## config.mk

```make
export PLATFORM = sky130hd
export DESIGN_NAME = seg_led_hex595_multi
export DESIGN_NICKNAME = d
export VERILOG_FILES = /design/src/rtl/seg_led_pkg.sv /design/src/rtl/hex_to_seg7.sv /design/src/rtl/seg_led_hex595_multi.sv
export SDC_FILE = /design/constraint.sdc
export NUM_CORES = 1
export LEC_CHECK = 0
export ABC_CLOCK_PERIOD_IN_PS = 4700
export CAP_MARGIN = 20
export CORE_ASPECT_RATIO = 1.2
export CORE_MARGIN = 5
export CORE_UTILIZATION = 56
export CTS_CLUSTER_DIAMETER = 80
export CTS_CLUSTER_SIZE = 20
export DETAILED_ROUTE_END_ITERATION = 8
export PLACE_DENSITY = 0.8
export RECOVER_POWER = 100
export SETUP_SLACK_MARGIN = 0.2
export SLEW_MARGIN = 25
export SYNTH_ARGS = -nofsm -noshare
export SYNTH_HDL_FRONTEND = slang
export SYNTH_SLANG_ARGS = --single-unit
```

## constraint.sdc

```tcl
create_clock -name sys_clk -period 4.7 [get_ports sys_clk]
set_clock_uncertainty 0.05 [all_clocks]
set_input_delay 1.41 -clock sys_clk [delete_from_list [all_inputs] [get_ports sys_clk]]
set_output_delay 1.41 -clock sys_clk [all_outputs]
set_load 0.02 [all_outputs]
```

## src/rtl/seg_led_pkg.sv

```systemverilog
// Shared constants for the 595-based multiplexed 7-segment driver: FSM state
// encodings, the hex-to-segment table and a width helper for counters.
package seg_led_pkg;

    localparam logic [1:0] ST_LOAD   = 2'd0;
    localparam logic [1:0] ST_SHIFT  = 2'd1;
    localparam logic [1:0] ST_STROBE = 2'd2;
    localparam logic [1:0] ST_DWELL  = 2'd3;

    // Segment patterns {g,f,e,d,c,b,a} for nibble values 0..F.
    localparam logic [6:0] HEX_SEG7 [16] = '{
        7'h3F, 7'h06, 7'h5B, 7'h4F, 7'h66, 7'h6D, 7'h7D, 7'h07,
        7'h7F, 7'h6F, 7'h77, 7'h7C, 7'h39, 7'h5E, 7'h79, 7'h71
    };

    // Counter width that never collapses to zero bits.
    function automatic int min_width(input int w);
        return (w < 1) ? 1 : w;
    endfunction

endpackage

```

## src/rtl/hex_to_seg7.sv

```systemverilog
// Combinational nibble + decimal point to active-high segment byte {dp,g..a}.
module hex_to_seg7
    import seg_led_pkg::*;
(
    input  logic [3:0] nibble,
    input  logic       dp,
    output logic [7:0] seg
);

    assign seg = {dp, HEX_SEG7[nibble]};

endmodule

```

## src/rtl/seg_led_hex595_multi.sv

```systemverilog
// Multiplexed DIGITS-digit 7-segment driver through cascaded 74HC595s: per digit it
// shifts {segments, one-hot select} MSB first, strobes, then holds for DWELL cycles.
module seg_led_hex595_multi
    import seg_led_pkg::*;
#(
    parameter int DIGITS      = 8,
    parameter int CLK_DIV     = 4,
    parameter int DWELL       = 1000,
    parameter bit SEG_ACT_LOW = 1'b1,
    parameter bit SEL_ACT_LOW = 1'b1
) (
    input  logic                sys_clk,
    input  logic                sys_rst,
    input  logic [8*DIGITS-1:0] din,
    input  logic [DIGITS-1:0]   dp,
    input  logic [DIGITS-1:0]   blank,
    input  logic                raw_mode,
    input  logic                upd_valid,
    output logic                upd_ready,
    output logic                frame_done,
    output logic                clk,
    output logic                dat,
    output logic                str
);

    localparam int FW   = 8 + DIGITS;
    localparam int PH_W = min_width($clog2(CLK_DIV + 1));
    localparam int BC_W = $clog2(FW + 1);
    localparam int DW_W = min_width($clog2(DWELL + 1));
    localparam int DG_W = min_width($clog2(DIGITS));

    localparam logic [PH_W-1:0] PH_LAST = PH_W'(CLK_DIV - 1);
    localparam logic [BC_W-1:0] BC_LAST = BC_W'(FW - 1);
    localparam logic [DW_W-1:0] DW_LAST = DW_W'(DWELL - 1);
    localparam logic [DG_W-1:0] DG_LAST = DG_W'(DIGITS - 1);

    logic [1:0]          state, state_n;
    logic [DG_W-1:0]     digit, digit_n;
    logic [PH_W-1:0]     phase, phase_n;
    logic [BC_W-1:0]     bit_cnt, bit_cnt_n;
    logic [DW_W-1:0]     dwell_cnt, dwell_cnt_n;
    logic                half, half_n;
    logic [FW-1:0]       shreg, shreg_n;
    logic                frame_done_n;

    logic [8*DIGITS-1:0] sh_din;
    logic [DIGITS-1:0]   sh_dp;
    logic [DIGITS-1:0]   sh_blank;
    logic                sh_raw;

    logic                accept;
    logic [8*DIGITS-1:0] eff_din;
    logic [DIGITS-1:0]   eff_dp;
    logic [DIGITS-1:0]   eff_blank;
    logic                eff_raw;

    logic [7:0]          cur_byte;
    logic                cur_dp;
    logic                cur_blank;
    logic [DIGITS-1:0]   sel;
    logic [7:0]          hex_seg;
    logic [7:0]          seg;
    logic [FW-1:0]       frame_word;

    // The snapshot is taken in the same LOAD that builds digit 0's word, so bypass
    // the shadow registers in that cycle to keep the whole frame on the new data.
    assign accept    = upd_valid & upd_ready;
    assign eff_din   = accept ? din      : sh_din;
    assign eff_dp    = accept ? dp       : sh_dp;
    assign eff_blank = accept ? blank    : sh_blank;
    assign eff_raw   = accept ? raw_mode : sh_raw;

    always_comb begin
        // NOTE: every combinational output gets a default first so no path infers a latch.
        cur_byte  = '0;
        cur_dp    = 1'b0;
        cur_blank = 1'b0;
        sel       = '0;
        for (int i = 0; i < DIGITS; i++) begin
            if (digit == DG_W'(i)) begin
                cur_byte  = eff_din[8*i +: 8];
                cur_dp    = eff_dp[i];
                cur_blank = eff_blank[i];
                sel[i]    = 1'b1;
            end
        end
    end

    hex_to_seg7 u_hex_to_seg7 (
        .nibble (cur_byte[3:0]),
        .dp     (cur_dp),
        .seg    (hex_seg)
    );

    always_comb begin
        seg = '0;
        if (!cur_blank) begin
            seg = eff_raw ? cur_byte : hex_seg;
        end
        frame_word = {seg ^ {8{SEG_ACT_LOW}}, sel ^ {DIGITS{SEL_ACT_LOW}}};
    end

    always_comb begin
        state_n     = state;
        digit_n     = digit;
        phase_n     = phase;
        bit_cnt_n   = bit_cnt;
        dwell_cnt_n = dwell_cnt;
        half_n      = half;
        shreg_n     = shreg;
        case (state)
            ST_LOAD: begin
                state_n   = ST_SHIFT;
                shreg_n   = frame_word;
                phase_n   = PH_LAST;
                bit_cnt_n = BC_LAST;
                half_n    = 1'b0;
            end
            ST_SHIFT: begin
                if (phase != '0) begin
                    phase_n = phase - 1'b1;
                end else begin
                    phase_n = PH_LAST;
                    if (!half) begin
                        half_n = 1'b1;
                    end else if (bit_cnt == '0) begin
                        half_n  = 1'b0;
                        state_n = ST_STROBE;
                    end else begin
                        half_n    = 1'b0;
                        bit_cnt_n = bit_cnt - 1'b1;
                        shreg_n   = {shreg[FW-2:0], 1'b0};
                    end
                end
            end
            ST_STROBE: begin
                if (phase != '0) begin
                    phase_n = phase - 1'b1;
                end else if (DWELL == 0) begin
                    state_n = ST_LOAD;
                    digit_n = (digit == DG_LAST) ? '0 : digit + 1'b1;
                end else begin
                    state_n     = ST_DWELL;
                    dwell_cnt_n = DW_LAST;
                end
            end
            default: begin
                if (dwell_cnt != '0) begin
                    dwell_cnt_n = dwell_cnt - 1'b1;
                end else begin
                    state_n = ST_LOAD;
                    digit_n = (digit == DG_LAST) ? '0 : digit + 1'b1;
                end
            end
        endcase
    end

    // Outputs are registered from next-state values so the 595 pins never glitch
    // and still line up cycle-for-cycle with the state register.
    always_comb begin
        if (DWELL > 0) begin
            frame_done_n = (state_n == ST_DWELL) && (dwell_cnt_n == '0) && (digit_n == DG_LAST);
        end else begin
            frame_done_n = (state_n == ST_STROBE) && (phase_n == '0) && (digit_n == DG_LAST);
        end
    end

    always_ff @(posedge sys_clk) begin
        // NOTE: sequential state uses non-blocking assignments only, so every register
        // samples pre-edge values regardless of statement order.
        if (sys_rst) begin
            state      <= ST_LOAD;
            digit      <= '0;
            phase      <= '0;
            bit_cnt    <= '0;
            dwell_cnt  <= '0;
            half       <= 1'b0;
            shreg      <= '0;
            // NOTE: shadow registers are reset on purpose: blank=all-ones keeps the
            // display dark until the first accepted update.
            sh_din     <= '0;
            sh_dp      <= '0;
            sh_blank   <= '1;
            sh_raw     <= 1'b0;
            clk        <= 1'b0;
            dat        <= 1'b0;
            str        <= 1'b0;
            upd_ready  <= 1'b0;
            frame_done <= 1'b0;
        end else begin
            state      <= state_n;
            digit      <= digit_n;
            phase      <= phase_n;
            bit_cnt    <= bit_cnt_n;
            dwell_cnt  <= dwell_cnt_n;
            half       <= half_n;
            shreg      <= shreg_n;
            if (accept) begin
                sh_din   <= din;
                sh_dp    <= dp;
                sh_blank <= blank;
                sh_raw   <= raw_mode;
            end
            clk        <= (state_n == ST_SHIFT) && half_n;
            dat        <= (state_n == ST_SHIFT) && shreg_n[FW-1];
            str        <= (state_n == ST_STROBE);
            upd_ready  <= (state_n == ST_LOAD) && (digit_n == '0);
            frame_done <= frame_done_n;
        end
    end

endmodule

```

Word level (Yosys, flattened, before mapping)
Memories as Yosys holds them, arrays and structs flattened.
Cells that the tools add are included.
{ "word_totals": {"register_bits": 126, "romBits": 112, "elab_cells": 129, "n_memories": 1} }
{ "memory_table": {"columns": ["name", "depth", "width", "read_ports", "rd_ports_with_merged_regs", "wr", "line", "source"], "rows": [
  ["(name not given)", 16, 7, 1, 0, 0, "hex_to_seg7.sv:10", "assign seg = {dp, HEX_SEG7[nibble]};"]
]} }
{ "op_classes": {"addsub": 4, "n_lt_le_gt_ge": 1, "n_eq_ne": 17, "n_mux": 66, "bitwise_logic": 4, "reduce_logical": 19} }
{ "ops": {"columns": ["operator", "count"], "rows": [
  ["two-way mux 8 bit", 12],
  ["two-way mux 64 bit", 1],
  ["two-way mux 16 bit", 3],
  ["one-hot mux 16 bit (2 select lines)", 1],
  ["two-way mux 1 bit", 27],
  ["two-way mux 10 bit", 2],
  ["one-hot mux 10 bit (2 select lines)", 1],
  ["inverter 8 bit", 2],
  ["equality test 3 bit (second input constant)", 5],
  ["two-way mux 3 bit", 5],
  ["two-way mux 5 bit", 3],
  ["two-way mux 7 bit", 2],
  ["zero test 10 bit", 1],
  ["two-way mux 2 bit", 5],
  ["one-hot mux 5 bit (2 select lines)", 1],
  ["nonzero test 10 bit", 1],
  ["subtractor 10 x 1 -> 10 bit (second input constant)", 1],
  ["one-hot mux 3 bit (3 select lines)", 1],
  ["!= test 2 bit (second input constant)", 4],
  ["equality test 2 bit (second input constant)", 3],
  ["equality test 3 x 2 -> 1 bit (second input constant)", 2],
  ["zero test 3 bit", 2],
  ["one-hot mux 2 bit (3 select lines)", 1],
  ["nonzero test 3 bit", 2],
  ["other kinds (17)", 23]
]} }

Longest topological paths before layout
{ "depth": {"ltp_word": 19, "depth_mapped": 15, "ltp_nobuf": 13} }

Modules after synthesis
From an unflattened synthesis, not the netlist that was laid out.
{ "hier_totals": {"cells_unflattened": 746, "area_unflattened_um2": 6552.5} }
{ "modules_own_cells": {"columns": ["mod", "instances", "cells_per_inst", "area_each_um2"], "rows": [
  ["seg_led_hex595_multi", 1, 712, 6257.3],
  ["hex_to_seg7", 1, 34, 295.3]
]} }

Worst setup path after synthesis
OpenSTA, ideal clock, no wires.
{ "synth_timing": {"path_type": "input-to-reg", "start": "input port upd_valid", "end": "register shreg[8]", "setup_ns": 0.124, "arrival_time_ns": 3.596, "required_ns": 4.526, "path_slack_ns": 0.930, "cell_stages": 10, "path_cell_list": "nand2_1 buf_2 a2111oi_0 a2111oi_0 a22oi_1 inv_1 ha_1 or3_1 o2111ai_1 a31oi_1"} }
{ "synth_between": {"elab_chain_len": 18, "word_cells_on_any_way": 28} }
{ "synth_lines": {"columns": ["item", "line", "source"], "rows": [
  ["start, declared", "seg_led_hex595_multi.sv:18", "input logic upd_valid,"],
  ["bitwise AND 1 bit *", "seg_led_hex595_multi.sv:67", "assign accept = upd_valid & upd_ready;"],
  ["two-way mux 64 bit", null, null],
  ["two-way mux 8 bit (8 in a row)", "seg_led_hex595_multi.sv:80", "if (digit == DG_W'(i)) begin"],
  ["inverter 4 -> 5 bit (implied by the code)", "hex_to_seg7.sv:10", null],
  ["memory read (16 x 7 bit)", null, null],
  ["two-way mux 7 bit (implied by the code) (2 in a row)", "hex_to_seg7.sv:10", null],
  ["two-way mux 8 bit", "seg_led_hex595_multi.sv:98", "seg = eff_raw ? cur_byte : hex_seg;"],
  ["two-way mux 8 bit *", "seg_led_hex595_multi.sv:97", "if (!cur_blank) begin"],
  ["inverter 8 bit (no line) *", null, null],
  ["one-hot mux 16 bit (2 select lines) *", "seg_led_hex595_multi.sv:111", "case (state)"],
  ["end signal, assigned", "seg_led_hex595_multi.sv:197", "shreg <= shreg_n;"],
  ["end, declared", "seg_led_hex595_multi.sv:43", "logic [FW-1:0] shreg, shreg_n;"]
]} }
Every way passes the cells marked *; elsewhere a longest branch is shown, timed or not. The select of a mux whose other input is x is not followed.
A chain may end at the register's enable or synchronous reset.

Final worst setup path
{ "layout_timing": {"start": "input port upd_valid", "end": "register shreg[10]"} }
Same word-level chain as after synthesis.

==> flow_metrics.env <==
export IMPL_status="finished with violations"
export IMPL_violations="max-capacitance violations, max-slew violations"
export IMPL_core_sq_um=11700
export IMPL_fin_crit_ps=4260
export IMPL_grt_use_total=0.283
export IMPL_p_int_mw=2.12
export IMPL_hold_depth=2
export IMPL_placementRows=43
export IMPL_setup_slack_ps=438
export IMPL_drcViolationCount=0
export IMPL_synthCells=791
export IMPL_period_share=0.907
export IMPL_dieArea_sq_um=14300
export IMPL_slowest_stage="dlygate4sd3_1"
export IMPL_reg2reg_slack_ps=870
export IMPL_finalWirelength_mm=19.9
export IMPL_startpoint_type="input port"
export IMPL_dpl_worst_slack_ps=250
export IMPL_drt_iter0_drc=522
export IMPL_sw_frac_of_total=0.252
export IMPL_syn_num_nets=896
export IMPL_clock_sinks=126
export IMPL_die_h_microns=130
export IMPL_crit_path_max_incr_delay_ps=670
export IMPL_holdCritStartpoint="sh_din[26]$_SDFF_PP0_"
export IMPL_place_congestion=0.865
export IMPL_crit_chain="dlygate4sd3_1 > clkbuf_2 > a21boi_0 > nor3_1 > a2111oi_0 > a21oi_1 > nand2b_1 > inv_1 > ha_1 > o32a_1 > a211oi_1"
export IMPL_synth_top_area_share=0.376
export IMPL_initial_core_util=0.574
export IMPL_power_density_nw_per_um2=343
export IMPL_root_buffer="clkbuf_16"
export IMPL_drive_gt1_frac=0.0952
export IMPL_min_path_type="flop to flop"
export IMPL_numPortBuffers=88
export IMPL_yosys_area_top_type="dfxtp_1"
export IMPL_end_kind="flop"
export IMPL_worstPathMaxFanout=15
export IMPL_peakVddDrop_mv=0.265
export IMPL_clkPwrFrac=0.478
export IMPL_r2r_start="digit[0]$_SDFF_PP0_"
export IMPL_io_pins=89
export IMPL_r2r_cells=12
export IMPL_max_freq_ghz=0.235
export IMPL_comb_power_share=0.118
export IMPL_clk_pin_slew_ps=60
export IMPL_arrival_ps=4510
export IMPL_r2r_end="shreg[8]$_SDFFE_PP0P_"
export IMPL_drt_first_pass_iters=6
export IMPL_grt_pass1_wl_mm=31.5
export IMPL_clk_insertion_delay_late_ps=420
export IMPL_place_hpwl_mm=14.2
export IMPL_ctsResizeCount=0
export IMPL_synth_seq_cells=126
export IMPL_avgViaCountPerCell=6.12
export IMPL_drv_cap=1
export IMPL_synth_most_common_cell="dfxtp_1"
export IMPL_pwr_share_seq=0.405
export IMPL_antenna_cells=0
export IMPL_p_sw_uw=714
export IMPL_setup_violations_final=0
export IMPL_antenna_found_initial=0
export IMPL_synth_area_top_cells="dfxtp_1, mux2i_1, nor2_1"
export IMPL_htree_levels=4
export IMPL_worstHoldEndpoint="sh_din[26]$_SDFF_PP0_"
export IMPL_ys_async_sr_fraction=0
export IMPL_grt_pass1_vias=6259
export IMPL_leakage_nw=3.54
export IMPL_rsz0062_at_grt="no"
export IMPL_ys_warn_count=0
export IMPL_path_class="input port to flop"
export IMPL_syn_area_sq_um=6700
export IMPL_synth_edf_count=0
export IMPL_hold_viol=0
export IMPL_cts_hold_buf=0
export IMPL_tns_ps=0
export IMPL_cts_tree="yes"
export IMPL_tightest_slew_ps=2670
export IMPL_synth_cell_types=73
export IMPL_ant_nets=0
export IMPL_final_nets=964
export IMPL_yosys_top_cells_count="dfxtp_1, nor2_1, mux2i_1"
export IMPL_maxSlewHeadroom=-0.777
export IMPL_vias=6301
export IMPL_synthFlopType="dfxtp_1"
export IMPL_cts_setup_buffers=0
export IMPL_critical_path_top_delay_family="compound AO/OA/AOI/OAI gates"
export IMPL_area_delta_synth_final_pct=23.3
export IMPL_drv_slew=65
export IMPL_synth_area_per_cell_sq_um=8.48
export IMPL_cp_required_ps=4950
export IMPL_cts_buffers_inserted=17
export IMPL_overflow=0
export IMPL_yosysSeqAreaShare=0.376
export IMPL_drt_wirelength_per_cell_microns=19.4
export IMPL_power_mw=2.83
export IMPL_cp_num_buf_inv=3
export IMPL_grt_max_degree=65
export IMPL_die_width_microns=110
export IMPL_cts_buffer_depth=2
registers in the layout, indices dropped and copies added, names as in the netlist:
| name | flops |
|---|---|
| sh_din | 64 |
| sh_raw | 1 |
| frame_done | 1 |
| state | 2 |
| clk | 1 |
| half | 1 |
| shreg | 16 |
| bit_cnt | 5 |
| phase | 3 |
| sh_blank | 8 |
| dwell_cnt | 10 |
| dat | 1 |
| str | 1 |
| digit | 3 |
| upd_ready | 1 |
| sh_dp | 8 |
logic make-up (layout without fill, tap and decap cells):
logic type / count (synthesis) / count (layout) / synth area share
XOR/XNOR: 4 / 4 / 0.00523
AND/OR/NAND/NOR: 294 / 294 / 0.216
AO/OA/AOI/OAI: 200 / 200 / 0.213
adder cells (fa/ha/maj): 21 / 21 / 0.0392
multiplexers: 67 / 67 / 0.101
flip-flops: 126 / 126 / 0.376
buffers and inverters: 79 / 160 / 0.0485
worst reg2reg max path: stages (launching register included):
cell	delay [ps]
dfxtp_1	380
inv_1	130
ha_1	560
nand2_1	530
a2111oi_0	660
a2111oi_0	130
a22oi_1	200
buf_4	180
inv_1	80
ha_1	230
or3_1	380
o2111ai_1	110
a31oi_1	100
power groups by stage:
| stage | Clock [mW] | Sequential (mW) | Combinational [mW] |
|---|---|---|---|
| finish | 1.35 | 1.15 | 0.333 |
| global route | 1.43 | 1.15 | 0.363 |
| CTS | 1.37 | 1.15 | 0.332 |
| detailed placement | 0 | 1.17 | 0.328 |
| global placement | 0 | 1.16 | 0.319 |
| floorplan | 0 | 1.16 | 0.200 |
placed cells by master, fill, tap and decap left out, types with 5 or more instances in the layout:
master / netlist / layout
dfxtp_1: 126 / 126
nor2_1: 110 / 110
clkdlybuf4s50_1: 0 / 82
mux2i_1: 61 / 61
nand2_1: 51 / 50
a21oi_1: 41 / 41
o21ai_0: 29 / 29
nand3_1: 28 / 28
inv_1: 23 / 23
ha_1: 21 / 21
a31oi_1: 20 / 20
nor3_1: 17 / 17
clkbuf_16: 0 / 17
and3_1: 16 / 16
buf_4: 3 / 15
nand2b_1: 14 / 14
nor2b_1: 12 / 12
a21boi_0: 11 / 11
a211oi_1: 9 / 9
nor4_1: 6 / 7
o22ai_1: 7 / 7
o21ba_2: 7 / 7
o211ai_1: 6 / 6
a22oi_1: 6 / 6
nor4b_1: 6 / 6
mux2_2: 6 / 6
o221ai_1: 5 / 5
a2111oi_0: 5 / 5
o2111ai_1: 5 / 5
a21bo_2: 5 / 5
or3_1: 5 / 5
inv_6: 0 / 5
dlygate4sd3_1: 0 / 5
metrics by stage:
step                hold slack, ps  instances   util  instance area (sq um)
floorplan                      387        791      -                   6700
global route                   459       1029  0.708                   8270
CTS                            425       1029  0.710                   8280
global placement               396        997  0.657                   7670
detailed placement             418        997  0.657                   7670
finish                         422       1029  0.708                   8270
final cells by class:
type	instances	area, sq um
Clock buffer	17	425
Clock inverter	15	184
Fill cell	909	3410
Inverter	23	86.3
Multi-Input combinational cell	586	3860
Sequential cell	126	2520
Tap cell	157	196
Timing Repair Buffer	105	996
how the worst max path moves through the flow:
stage / from / end / cells after the start
2_1_floorplan: upd_valid / shreg[8]$_SDFFE_PP0P_ / 10
3_3_place_gp: upd_valid / shreg[13]$_SDFFE_PP0P_ / 8
3_5_place_dp: upd_valid / shreg[9]$_SDFFE_PP0P_ / 11
4_1_cts: upd_valid / shreg[8]$_SDFFE_PP0P_ / 12
5_1_grt: upd_valid / shreg[9]$_SDFFE_PP0P_ / 11
6_report: upd_valid / shreg[10]$_SDFFE_PP0P_ / 11
layer usage:
metal / vias up / GRT usage / share of wire / wire length (microns)
met1: 2983 / 0.330 / 0.40 / 7880
met3: 42 / 0.0589 / 0.072 / 1440
li1: 3008 / - / - / -
met4: 0 / 0.0990 / 0.026 / 513
met5: - / 0 / 0 / 0
met2: 268 / 0.509 / 0.51 / 10100
Power figures use the tool's default switching activity.
